==> src/rtl/uart_pkg.sv <==
// Shared types and helpers for the parametrised UART receiver.
package uart_pkg;

    localparam int unsigned PAR_NONE = 0;
    localparam int unsigned PAR_ODD  = 1;
    localparam int unsigned PAR_EVEN = 2;

    typedef enum logic [2:0] {
        StIdle,
        StStart,
        StData,
        StPar,
        StStop
    } rx_state_e;

    // Clocks per oversample tick, clamped so the divider always runs.
    function automatic int unsigned calc_div(input int unsigned clk_freq,
                                             input int unsigned baud,
                                             input int unsigned oversample);
        int unsigned d;
        d = clk_freq / (baud * oversample);
        return (d == 0) ? 1 : d;
    endfunction

    function automatic logic majority3(input logic a, input logic b, input logic c);
        return (a & b) | (a & c) | (b & c);
    endfunction

endpackage

==> src/rtl/uart_os_tick.sv <==
// Oversample tick generator: clock divider plus oversample counter with
// mid-bit sample and decision strobes.
module uart_os_tick #(
    parameter int unsigned DIV        = 1,
    parameter int unsigned OVERSAMPLE = 16,
    parameter int unsigned OS_W       = $clog2(OVERSAMPLE)
) (
    input  logic            clk,
    input  logic            rst,
    input  logic            restart,
    input  logic            enable,
    output logic            tick,
    output logic [OS_W-1:0] os_cnt,
    output logic            samp,
    output logic            decide
);

    localparam int unsigned DIV_W = (DIV > 1) ? $clog2(DIV) : 1;
    localparam int unsigned M     = OVERSAMPLE / 2;

    logic [DIV_W-1:0] div_q, div_d;
    logic [OS_W-1:0]  os_q, os_d;

    assign tick   = enable && (div_q == DIV_W'(DIV - 1));
    assign os_cnt = os_q;

    // Three samples straddle the bit centre; the last one also decides the bit.
    assign samp   = tick && ((os_q == OS_W'(M - 1)) || (os_q == OS_W'(M)) ||
                             (os_q == OS_W'(M + 1)));
    assign decide = tick && (os_q == OS_W'(M + 1));

    always_comb begin
        div_d = div_q;
        os_d  = os_q;
        if (restart) begin
            div_d = '0;
            os_d  = '0;
        end else if (enable) begin
            div_d = tick ? '0 : div_q + 1'b1;
            if (tick) begin
                os_d = (os_q == OS_W'(OVERSAMPLE - 1)) ? '0 : os_q + 1'b1;
            end
        end
    end

    always_ff @(posedge clk) begin
        if (rst) begin
            div_q <= '0;
            os_q  <= '0;
        end else begin
            div_q <= div_d;
            os_q  <= os_d;
        end
    end

endmodule

==> src/rtl/uart_rx_param.sv <==
// Parametrised UART receiver: synchroniser, majority-vote bit decision,
// framing FSM and a valid/ready output register with overrun reporting.
module uart_rx_param
    import uart_pkg::*;
#(
    parameter int unsigned CLK_FREQ   = 36000000,
    parameter int unsigned UART_BPS   = 9600,
    parameter int unsigned DATA_BITS  = 8,
    parameter int unsigned PARITY     = 0,
    parameter int unsigned STOP_BITS  = 1,
    parameter int unsigned OVERSAMPLE = 16
) (
    input  logic                 clk,
    input  logic                 rst,
    input  logic                 uart_rxd,
    output logic [DATA_BITS-1:0] rx_data,
    output logic                 rx_valid,
    input  logic                 rx_ready,
    output logic                 frame_err,
    output logic                 parity_err,
    output logic                 overrun,
    output logic                 rx_busy
);

    localparam int unsigned DIV   = calc_div(CLK_FREQ, UART_BPS, OVERSAMPLE);
    localparam int unsigned OS_W  = $clog2(OVERSAMPLE);
    localparam int unsigned CNT_W = $clog2(DATA_BITS);

    logic rxd_meta_q, rxd_s_q, rxd_prev_q;
    logic start_edge;

    rx_state_e state_q, state_d;
    logic [CNT_W-1:0]     bit_cnt_q, bit_cnt_d;
    logic [DATA_BITS-1:0] shreg_q, shreg_d;
    logic [1:0]           samp_q, samp_d;
    logic                 ferr_acc_q, ferr_acc_d;
    logic                 perr_q, perr_d;

    logic [DATA_BITS-1:0] rx_data_q, rx_data_d;
    logic                 rx_valid_q, rx_valid_d;
    logic                 frame_err_q, frame_err_d;
    logic                 parity_err_q, parity_err_d;
    logic                 overrun_q, overrun_d;

    logic            restart;
    logic            tick;
    logic [OS_W-1:0] os_cnt;
    logic            samp;
    logic            decide;
    logic            bit_end;
    logic            bit_val;
    logic            frame_done;
    logic            frame_ferr;

    always_ff @(posedge clk) begin
        if (rst) begin
            rxd_meta_q <= 1'b1;
            rxd_s_q    <= 1'b1;
            rxd_prev_q <= 1'b1;
        end else begin
            rxd_meta_q <= uart_rxd;
            rxd_s_q    <= rxd_meta_q;
            rxd_prev_q <= rxd_s_q;
        end
    end

    assign start_edge = rxd_prev_q & ~rxd_s_q;

    uart_os_tick #(
        .DIV        (DIV),
        .OVERSAMPLE (OVERSAMPLE),
        .OS_W       (OS_W)
    ) u_os_tick (
        .clk     (clk),
        .rst     (rst),
        .restart (restart),
        .enable  (state_q != StIdle),
        .tick    (tick),
        .os_cnt  (os_cnt),
        .samp    (samp),
        .decide  (decide)
    );

    assign bit_end = tick && (os_cnt == OS_W'(OVERSAMPLE - 1));

    // samp_q holds the two earlier window samples; the third is the live input.
    assign samp_d  = samp ? {samp_q[0], rxd_s_q} : samp_q;
    assign bit_val = majority3(samp_q[1], samp_q[0], rxd_s_q);

    always_comb begin
        state_d    = state_q;
        bit_cnt_d  = bit_cnt_q;
        shreg_d    = shreg_q;
        ferr_acc_d = ferr_acc_q;
        perr_d     = perr_q;
        restart    = 1'b0;
        frame_done = 1'b0;
        frame_ferr = ferr_acc_q;

        unique case (state_q)
            StIdle: begin
                if (start_edge) begin
                    restart    = 1'b1;
                    state_d    = StStart;
                    bit_cnt_d  = '0;
                    ferr_acc_d = 1'b0;
                    perr_d     = 1'b0;
                end
            end
            StStart: begin
                if (decide && bit_val) begin
                    state_d = StIdle;
                end else if (bit_end) begin
                    state_d   = StData;
                    bit_cnt_d = '0;
                end
            end
            StData: begin
                if (decide) begin
                    shreg_d[bit_cnt_q] = bit_val;
                end
                if (bit_end) begin
                    if (bit_cnt_q == CNT_W'(DATA_BITS - 1)) begin
                        bit_cnt_d = '0;
                        state_d   = (PARITY != PAR_NONE) ? StPar : StStop;
                    end else begin
                        bit_cnt_d = bit_cnt_q + 1'b1;
                    end
                end
            end
            StPar: begin
                if (decide) begin
                    perr_d = (PARITY == PAR_EVEN) ? ((^shreg_q) ^ bit_val)
                                                  : ~((^shreg_q) ^ bit_val);
                end
                if (bit_end) begin
                    state_d   = StStop;
                    bit_cnt_d = '0;
                end
            end
            StStop: begin
                if (decide) begin
                    if (!bit_val) begin
                        ferr_acc_d = 1'b1;
                    end
                    // Finish at the last decision so a back-to-back start edge is not missed.
                    if (bit_cnt_q == CNT_W'(STOP_BITS - 1)) begin
                        frame_done = 1'b1;
                        frame_ferr = ferr_acc_q | ~bit_val;
                        state_d    = StIdle;
                    end
                end else if (bit_end) begin
                    bit_cnt_d = bit_cnt_q + 1'b1;
                end
            end
            default: state_d = StIdle;
        endcase
    end

    always_comb begin
        rx_data_d    = rx_data_q;
        rx_valid_d   = rx_valid_q;
        frame_err_d  = frame_err_q;
        parity_err_d = parity_err_q;
        overrun_d    = 1'b0;

        if (rx_valid_q && rx_ready) begin
            rx_valid_d = 1'b0;
        end
        if (frame_done) begin
            if (!rx_valid_q || rx_ready) begin
                rx_data_d    = shreg_q;
                frame_err_d  = frame_ferr;
                parity_err_d = (PARITY != PAR_NONE) && perr_q;
                rx_valid_d   = 1'b1;
            end else begin
                overrun_d = 1'b1;
            end
        end
    end

    always_ff @(posedge clk) begin
        if (rst) begin
            state_q      <= StIdle;
            bit_cnt_q    <= '0;
            shreg_q      <= '0;
            samp_q       <= 2'b11;
            ferr_acc_q   <= 1'b0;
            perr_q       <= 1'b0;
            rx_data_q    <= '0;
            rx_valid_q   <= 1'b0;
            frame_err_q  <= 1'b0;
            parity_err_q <= 1'b0;
            overrun_q    <= 1'b0;
        end else begin
            state_q      <= state_d;
            bit_cnt_q    <= bit_cnt_d;
            shreg_q      <= shreg_d;
            samp_q       <= samp_d;
            ferr_acc_q   <= ferr_acc_d;
            perr_q       <= perr_d;
            rx_data_q    <= rx_data_d;
            rx_valid_q   <= rx_valid_d;
            frame_err_q  <= frame_err_d;
            parity_err_q <= parity_err_d;
            overrun_q    <= overrun_d;
        end
    end

    assign rx_data    = rx_data_q;
    assign rx_valid   = rx_valid_q;
    assign frame_err  = frame_err_q;
    assign parity_err = parity_err_q;
    assign overrun    = overrun_q;
    assign rx_busy    = (state_q != StIdle);

endmodule

==> config.mk <==
export PLATFORM = sky130hd
export DESIGN_NAME = uart_rx_param
export DESIGN_NICKNAME = d
export VERILOG_FILES = /design/src/rtl/uart_pkg.sv /design/src/rtl/uart_os_tick.sv /design/src/rtl/uart_rx_param.sv
export SDC_FILE = /design/constraint.sdc
export NUM_CORES = 1
export LEC_CHECK = 0
export CAP_MARGIN = 20
export CORE_MARGIN = 3
export CORE_UTILIZATION = 30
export CTS_CLUSTER_DIAMETER = 60
export DETAILED_ROUTE_END_ITERATION = 7
export DONT_BUFFER_PORTS = 1
export GPL_TIMING_DRIVEN = 0
export PLACE_DENSITY = 0.45
export SLEW_MARGIN = 30
export SYNTH_ARGS = -nofsm -noshare
export SYNTH_HDL_FRONTEND = slang
export SYNTH_SLANG_ARGS = --single-unit
==> constraint.sdc <==
create_clock -name clk -period 3.9 [get_ports clk]
set_clock_uncertainty 0.15 [all_clocks]
set_input_delay 0.78 -clock clk [delete_from_list [all_inputs] [get_ports clk]]
set_output_delay 0.78 -clock clk [all_outputs]
set_load 0.03 [all_outputs]
Word-level counts from Yosys, hierarchy flattened
Cells that the tools add are included.
Storage, ports and cells
  register bits after elaboration: 43
  input bits: 4
  output and inout port bits: 13
  word-level logic and storage cells: 112
Cells by class
  $add $sub $neg: 3
  magnitude comparators: 2
  equality and inequality tests: 21
  multiplexer cells: 38
  bitwise logic cells: 10
  reduce and logical (&&, ||, !) cells: 24
Operators by type and width (number)
  two-way mux 3 bit: 15
  case mux 3 bit (5 select lines): 2
  inequality test 2 bit, second input constant: 10
  two-way mux 1 bit: 16
  == test 4 bit, second input constant: 3
  adder 8 x 1 -> 8 bit, second input constant: 1
  bitwise mux 8 bit: 1
  == test 8 bit, second input constant: 1
  two-way mux 8 bit: 1
  logical AND 1 bit: 7
  AND reduction 7 bit: 1
  == test 3 x 2 -> 1 bit, second input constant: 2
  == test 3 bit, second input constant: 2
  zero test 3 bit: 2
  AND reduction 2 bit: 3
  AND reduction 6 bit: 1
  nonzero test 5 bit: 1
  adder 4 x 1 -> 4 bit, second input constant: 1
  bitwise AND 1 bit: 4
  == test 4 x 3 -> 1 bit, second input constant: 1
  < comparator 3 x 4 -> 1 bit, second input constant: 1
  two-way mux 4 bit: 1
  AND reduction 4 bit: 1
  OR reduction 2 bit: 2
  other kinds (12): 18

Depth between registers and ports, before layout
Gate-level depths: netlist of run 1.
  word-level depth: 8
  depth in mapped cells: 8
  depth with buffers taken out: 6

By module
From an unflattened synthesis of run 1, not the netlist that was laid out.
Unflattened totals
  cells, all modules: 243
  area total of the unflattened synthesis: 2172.1 um2
Modules (own cells, without submodules)
  uart_rx_param: times used 1, cells an instance 157, area an instance 1431.4 um2, seq. area each 620.6 um2
  uart_os_tick: times used 1, cells an instance 86, area an instance 740.7 um2, seq. area each 240.2 um2

Worst setup path before layout of run 1
No wires, ideal clock.
  kind: register to output
  start: register state_q[1]
  end: output rx_busy
  arrival: 0.929 ns
  data required time: 2.970 ns
  path slack: 2.041 ns
  stages on the path, launching flop included: 4
  path buffers: 1
  path through: dfxtp_1 > buf_4 > nor3_4 > inv_1
Between the ends
  word-level cells in the longest chain between the ends: 1
RTL lines
  start: declaration: RTL line uart_rx_param.sv:32  | rx_state_e state_q, state_d;
  start signal: assignment: RTL line uart_rx_param.sv:184  | state_q <= StIdle;
  start signal: assignment: RTL line uart_rx_param.sv:196  | state_q <= state_d;
  nonzero test 3 bit: RTL line uart_rx_param.sv:215  | assign rx_busy = (state_q != StIdle);
  end: declaration: RTL line uart_rx_param.sv:22  | output logic rx_busy
No other way between the ends.

Final worst setup path of run 1
Same ends and word-level chain as after synthesis.

==> results of run 1 <==
[power by group through the flow]
stage               clock network (mW)  logic, mW  registers, mW
finish                           0.313     0.0769          0.456
global route                     0.343     0.0870          0.457
detailed placement                   0     0.0780          0.466
global placement                     0     0.0785          0.467
CTS                              0.326     0.0784          0.456
floorplan                            0     0.0624          0.464
[placed cells by master, fill, tap and decap left out, drive strengths merged, types with 2 or more instances in the layout]
| master | netlist | routed |
|---|---|---|
| a21boi | 2 | 2 |
| inv | 9 | 12 |
| o21a | 2 | 2 |
| nand3 | 10 | 10 |
| xnor2 | 2 | 2 |
| dfxtp | 43 | 43 |
| nand4b | 2 | 2 |
| nor3 | 7 | 7 |
| nand3b | 2 | 2 |
| or2 | 3 | 3 |
| buf | 8 | 8 |
| and4 | 2 | 2 |
| and3 | 4 | 4 |
| clkbuf | 4 | 9 |
| ha | 8 | 8 |
| nor4 | 3 | 3 |
| or4 | 2 | 2 |
| and3b | 2 | 2 |
| xor2 | 7 | 7 |
| mux2i | 20 | 20 |
| a31oi | 3 | 3 |
| nand4 | 7 | 7 |
| o211ai | 2 | 2 |
| nand2 | 32 | 32 |
| a21oi | 5 | 5 |
| a22oi | 2 | 2 |
| nor3b | 3 | 3 |
| o21ai | 4 | 4 |
| nor2 | 19 | 19 |
| nand2b | 3 | 3 |
[through the flow]
| step | util | area (um^2) | hold WS, ns |
|---|---|---|---|
| 5_1_grt | 0.3436 | 2347 | 0.2767 |
| 3_3_place_gp | 0.3297 | 2252 | 0.2461 |
| 6_report | 0.3436 | 2347 | 0.2720 |
| 2_1_floorplan | - | 2132 | 0.2395 |
| 3_5_place_dp | 0.3297 | 2252 | 0.2484 |
| 4_1_cts | 0.3436 | 2347 | 0.2735 |
[layer usage]
layer | up-vias | part of all wire
li1 | 849 | -
met3 | 9 | 0.045
met2 | 32 | 0.42
met4 | 0 | 0.017
met5 | - | 0
met1 | 748 | 0.52
[cells by family (layout without fill, tap and decap cells)]
group,count (synthesis),after routing,share of synthesized area
mux,20,20,0.09390
other cells,1,1,0.001759
simple gates,105,105,0.2723
buf+inv,21,29,0.04929
xor+xnor,9,9,0.03697
compound gates,28,28,0.09037
fa+ha+maj,9,9,0.05165
flops,43,43,0.4038
[area by class of cell]
cell class | instances | area share
buffer | 12 | 0.03038
clock buffer | 5 | 0.02932
clock inverter | 3 | 0.01119
inverter | 9 | 0.01439
multi-input combinational | 172 | 0.4968
sequential | 43 | 0.3667
tap | 96 | 0.05117
[critical path, delay by kind of cell, from the launching register on]
| kind | cells | cell delay, ns |
|---|---|---|
| buf+inv | 2 | 0.47 |
| flops | 1 | 0.32 |
| simple gates | 1 | 0.29 |
[flip-flops by register name, summed over array words and instances, names as in the netlist, 2 cells and up]
register / cells
u_os_tick.div_q: 8
rx_data: 8
shreg_q: 8
u_os_tick.os_cnt: 4
state_q: 3
bit_cnt_q: 3
samp_q: 2
[how the worst max path moves through the flow]
stage                                      to  slack, ns  depth (start not counted)
after floorplan                       rx_busy       2.04                          3
after detailed placement   u_os_tick.div_q[4]       1.89                          6
final                                 rx_busy       1.58                          3
after global routing                  rx_busy       1.50                          3
after CTS                             rx_busy       1.55                          3
after global placement    u_os_tick.os_cnt[3]       1.88                          5
==> impl_metrics.py, run 1 <==
metrics = {
    "outcome": {
        "outcome": "completed",
    },
    "place": {
        "pre_cts_ws_ns": 1.885,
        "gp_routability_congestion": 0.8232,
        "hpwl_mm": 3.335,
        "portBuffers": 0,
        "place_inst": 332,
    },
    "global_routing": {
        "grt_pass1_vias": 1582,
        "antenna_found_initial": 0,
        "grt_max_degree": 17,
        "met2_usage": 0.1699,
        "grtUsageTotal": 0.1189,
        "grt_pass1_wl_mm": 7.838,
        "met3_usage": 0.03333,
        "grt_overflow": 0,
        "grt.met1_usage": 0.1693,
        "gr-max-usage-layer": "met2",
    },
    "clocking": {
        "cts_tree": "done",
        "h-tree-depth": 2,
        "clock-sinks": 43,
        "cts-root-buf": "clkbuf_8",
        "path_clk_slew_ns": 0.10,
        "cts_resized": 0,
        "clock_path_buffers": 2,
        "postCtsSetupBuffers": 0,
        "postCtsHoldBufs": 0,
        "clock_latency_ns": 0.30,
        "cts_made_buffers": 5,
    },
    "die": {
        "coreArea_um2": 6832,
        "pin_count": 17,
        "core.rowCount": 30,
        "die_w_um": 90.30,
        "dieArea_um2": 8154,
        "start_util": 0.3121,
        "die_h_um": 90.30,
    },
    "power": {
        "seq_power_share": 0.539,
        "internal-power_mw": 0.6048,
        "sw_frac_of_total": 0.2849,
        "leakage_nw": 0.8758,
        "switching_power_mw": 0.2409,
        "p_per_area_nw_per_um2": 360.3,
        "pwr-share-clk": 0.370,
        "irDropWorstVdd_mv": 0.1569,
        "combPwrFrac": 0.091,
        "total_power_mw": 0.8458,
    },
    "min_path": {
        "min_path_cells": 1,
        "min-delay-start": "rxd_meta_q",
        "holdPathEnd": "rxd_s_q",
        "hold_path.class": "reg2reg",
    },
    "setup_path": {
        "cp-startpoint": "state_q[1]",
        "required_ns": 2.97,
        "startpoint_type": "flop",
        "end_kind": "output port",
        "path_cells": "buf_4, nor3_4, inv_1",
        "reg2reg_depth": 5,
        "slowest_delay_ns": 0.32,
        "cp.arrival_ns": 1.39,
        "r2r_end": "u_os_tick.os_cnt[3]",
        "critPathKind": "reg2out",
        "slowest_stage": "dfxtp_1",
        "r2r_slack_ns": 1.90,
        "reg2reg_from": "u_os_tick.div_q[0]",
        "cp_max_fo": 10,
    },
    "logic_synthesis": {
        "synth_area_leader_cell": "dfxtp_1",
        "yosysUniqueCellTypes": 50,
        "syn_area_per_cell_um2": 9.034,
        "yosys.cell_count.top_type": "dfxtp_1",
        "synthFlopType": "dfxtp_1",
        "synth.top_cell.area_share": 0.4038,
        "syn-instance-count": 236,
        "ys_ff_latch": 43,
        "synthesis.area_um2": 2132,
        "synth_warnings": 0,
        "synth_edf_count": 0,
        "synth_nets": 248,
        "yosys-top-cells-count": "43 x dfxtp_1, 32 x nand2_1, 20 x mux2i_1, 18 x nor2_1, 10 x nand3_1",
        "synth_async_sr_flop_share": 0,
        "seq_area_frac_synth": 0.4038,
        "yosys-top-cells-area": "dfxtp_1 40%, mux2i_1 9.4%, nand2_1 5.6%, ha_1 4.7%, nor2_1 3.2%",
    },
    "layout": {
        "drive_above_1_share": 0.09426,
        "num_antenna_cells": 0,
        "final_cells": 340,
        "fin_nets": 255,
        "seq_area_um2": 860.8,
        "syn2layout_area_growth_pct": 10.09,
        "multi_input_area_um2": 1166,
        "fillers": 732,
    },
    "routing": {
        "drc": 0,
        "ant_nets": 0,
        "vias": 1638,
        "drt-initial-drc-count": 64,
        "wl_per_cell_um": 13.45,
        "routed_via_density": 4.818,
        "dr.pass1.iters": 4,
        "wl_mm": 4.573,
    },
    "sta": {
        "slew_headroom": 0.4938,
        "finalMaxSlewViolations": 0,
        "finalSetupViolCount": 0,
        "worst_pin_slew_ns": 0.7535,
        "period_minus_slack_ns": 2.318,
        "finalCritPeriodShare": 0.5943,
        "fin_ws_ns": 1.582,
        "hold_viol_final": 0,
        "grt_setup_unrepaired": "no",
        "fmax_mhz": 431.4,
        "setup_tns_ns": 0,
    },
    "flow_run": {
        "cap_viol_max_count": 0,
    },
}
(Power assumes the default switching activity.)
==> inputs of run 2 (changes only) <==
--- a/config.mk
+++ b/config.mk
@@ -12,7 +12,7 @@
 export DETAILED_ROUTE_END_ITERATION = 7
 export DONT_BUFFER_PORTS = 1
 export GPL_TIMING_DRIVEN = 0
-export PLACE_DENSITY = 0.45
+export PLACE_DENSITY = 0.46
 export SLEW_MARGIN = 30
 export SYNTH_ARGS = -nofsm -noshare
 export SYNTH_HDL_FRONTEND = slang
==> constraint.sdc (replaced) <==
create_clock -name clk -period 1.99 [get_ports clk]
set_clock_uncertainty 0.15 [all_clocks]
set_input_delay 0.398 -clock clk [delete_from_list [all_inputs] [get_ports clk]]
set_output_delay 0.398 -clock clk [all_outputs]
set_load 0.03 [all_outputs]
==> run 2 against run 1 <==
Net effect: core utilization increased by 1.2 points; power up 110%; worst hold slack got worse by 0.22 ns; combinational power is 120% higher; largest power group unchanged; sequential power rose by 96%.
==> impl_metrics.py, run 2 (synthesis gave the netlist of run 1 again) <==
metrics = {
    "clocking": {
        "clock-sinks": 43,
        "path_clk_slew_ns": 0.09,
        "h-tree-depth": 2,
        "postCtsHoldBufs": 0,
        "clock_latency_ns": 0.30,
        "clock_path_buffers": 2,
        "cts_made_buffers": 5,
        "cts-root-buf": "clkbuf_8",
        "cts_tree": "done",
    },
    "outcome": {
        "outcome": "completed",
    },
    "setup_path": {
        "required_ns": 2.02,
        "reg2reg_from": "u_os_tick.div_q[1]",
        "r2r_slack_ns": 0.09,
        "critPathKind": "reg2reg",
        "reg2reg_depth": 7,
        "end_kind": "flop",
        "cp_max_fo": 7,
        "r2r_end": "shreg_q[3]",
        "startpoint_type": "flop",
        "cp.arrival_ns": 1.93,
    },
    "global_routing": {
        "antenna_found_initial": 0,
        "grt_pass1_wl_mm": 8.142,
        "grt_overflow": 0,
        "grtUsageTotal": 0.1221,
        "grt_pass1_vias": 1597,
        "grt_max_degree": 14,
    },
    "routing": {
        "drc": 0,
        "routed_via_density": 4.853,
        "dr.pass1.iters": 4,
        "wl_per_cell_um": 13.88,
        "vias": 1655,
        "wl_mm": 4.732,
        "drt-initial-drc-count": 87,
        "ant_nets": 0,
    },
    "die": {
        "die_h_um": 90.30,
        "start_util": 0.3121,
        "die_w_um": 90.30,
        "core.rowCount": 30,
        "pin_count": 17,
        "dieArea_um2": 8154,
        "coreArea_um2": 6832,
    },
    "layout": {
        "final_cells": 341,
        "num_antenna_cells": 0,
        "post-route-util": 0.3557,
        "fin_nets": 256,
        "final_common_cell": "dfxtp_1",
        "layout_common_cells": "40 x dfxtp_1, 32 x nand2_1, 20 x mux2i_1",
        "final_area_um2": 2430,
        "drive_above_1_share": 0.1510,
        "syn2layout_area_growth_pct": 13.97,
    },
    "place": {
        "gp_routability_congestion": 0.8040,
        "place_inst": 332,
        "pre_cts_ws_ns": -0.08003,
        "dpl_cell_area_um2": 2252,
        "portBuffers": 0,
        "hpwl_mm": 3.291,
    },
    "sta": {
        "finalMaxSlewViolations": 0,
        "fin_ws_ns": 0.08557,
        "finalSetupViolCount": 0,
        "period_minus_slack_ns": 1.904,
        "finalCritPeriodShare": 0.9570,
        "slew_headroom": 0.6526,
        "worst_pin_slew_ns": 0.5211,
        "fmax_mhz": 525.1,
        "hold_viol_final": 0,
    },
    "power": {
        "irDropWorstVdd_mv": 0.2851,
        "leakage_nw": 0.8917,
        "p_per_area_nw_per_um2": 741.1,
        "total_power_mw": 1.801,
    },
    "min_path": {
        "min_path_cells": 1,
        "holdPathEnd": "rxd_meta_q",
        "min-delay-start": "uart_rxd",
        "hold_path.class": "in2reg",
    },
    "flow_run": {
        "cap_viol_max_count": 0,
    },
}
-- run 2: cell count changes in the layout (fill, tap and decap cells not counted), sizes merged --
cell / delta
buf: +1
clkinvlp: +1
clkinv: +1
bufinv: +1
inv: -4
clkbuf: +1
-- run 2: worst max-delay path by stage --
stage | slack (ns) | from | endpoint
detailed placement | -0.08 | state_q[1] | u_os_tick.div_q[3]
global placement | -0.07 | state_q[1] | u_os_tick.div_q[7]
global route | -0.02 | u_os_tick.div_q[1] | shreg_q[3]
finish | 0.09 | u_os_tick.div_q[1] | shreg_q[3]
CTS | -0.005 | state_q[1] | rx_busy
floorplan | 0.20 | u_os_tick.div_q[0] | shreg_q[1]
-- run 2: area by class of cell --
cell class | count | area, um^2
clock inverters | 2 | 35.03
repair buffers | 1 | 7.507
flip-flops and latches | 43 | 867.1
inverters | 9 | 37.54
fillers | 759 | 4402
multi-input cells | 172 | 1205
well taps | 96 | 120.1
clock buffers | 6 | 82.58
plain buffers | 12 | 75.07
-- run 2: where the power goes --
part	switching, mW	internal [mW]	total, mW
Sequential	0.0210	0.875	0.896
Combinational	0.113	0.0598	0.173
Clock	0.325	0.407	0.732
Total	0.459	1.34	1.80
-- run 2: repair_timing --
item	CTS	global route
setup endpoints to repair	10	28
setup buffers	0	1
pin swaps	0	1
resized for setup	2	13
gates cloned	0	0
-- run 2: per-layer routing --
layer	GRT usage	up-vias	wire length (um)
li1	-	851	-
met1	0.1749	779	2506
met2	0.1780	19	1986
met3	0.03250	6	169
met4	0.03827	0	69
met5	0	-	0
-- run 2: stage by stage --
step,hold WS [ns],setup TNS (ns)
after floorplan,0.2395,0
after CTS,0.04300,-0.004639
after global placement,0.2424,-0.3951
after global routing,0.05233,-0.03494
after detailed placement,0.2434,-0.4474
final,0.05136,0
-- run 2: worst max-delay path, stage by stage, from the launching register on --
cell and delay, ns:
dfxtp_2 0.36, inv_1 0.06, ha_1 0.15, and4b_1 0.21, buf_6 0.14, nand4_4 0.14, or4_4 0.45, mux2i_1 0.13
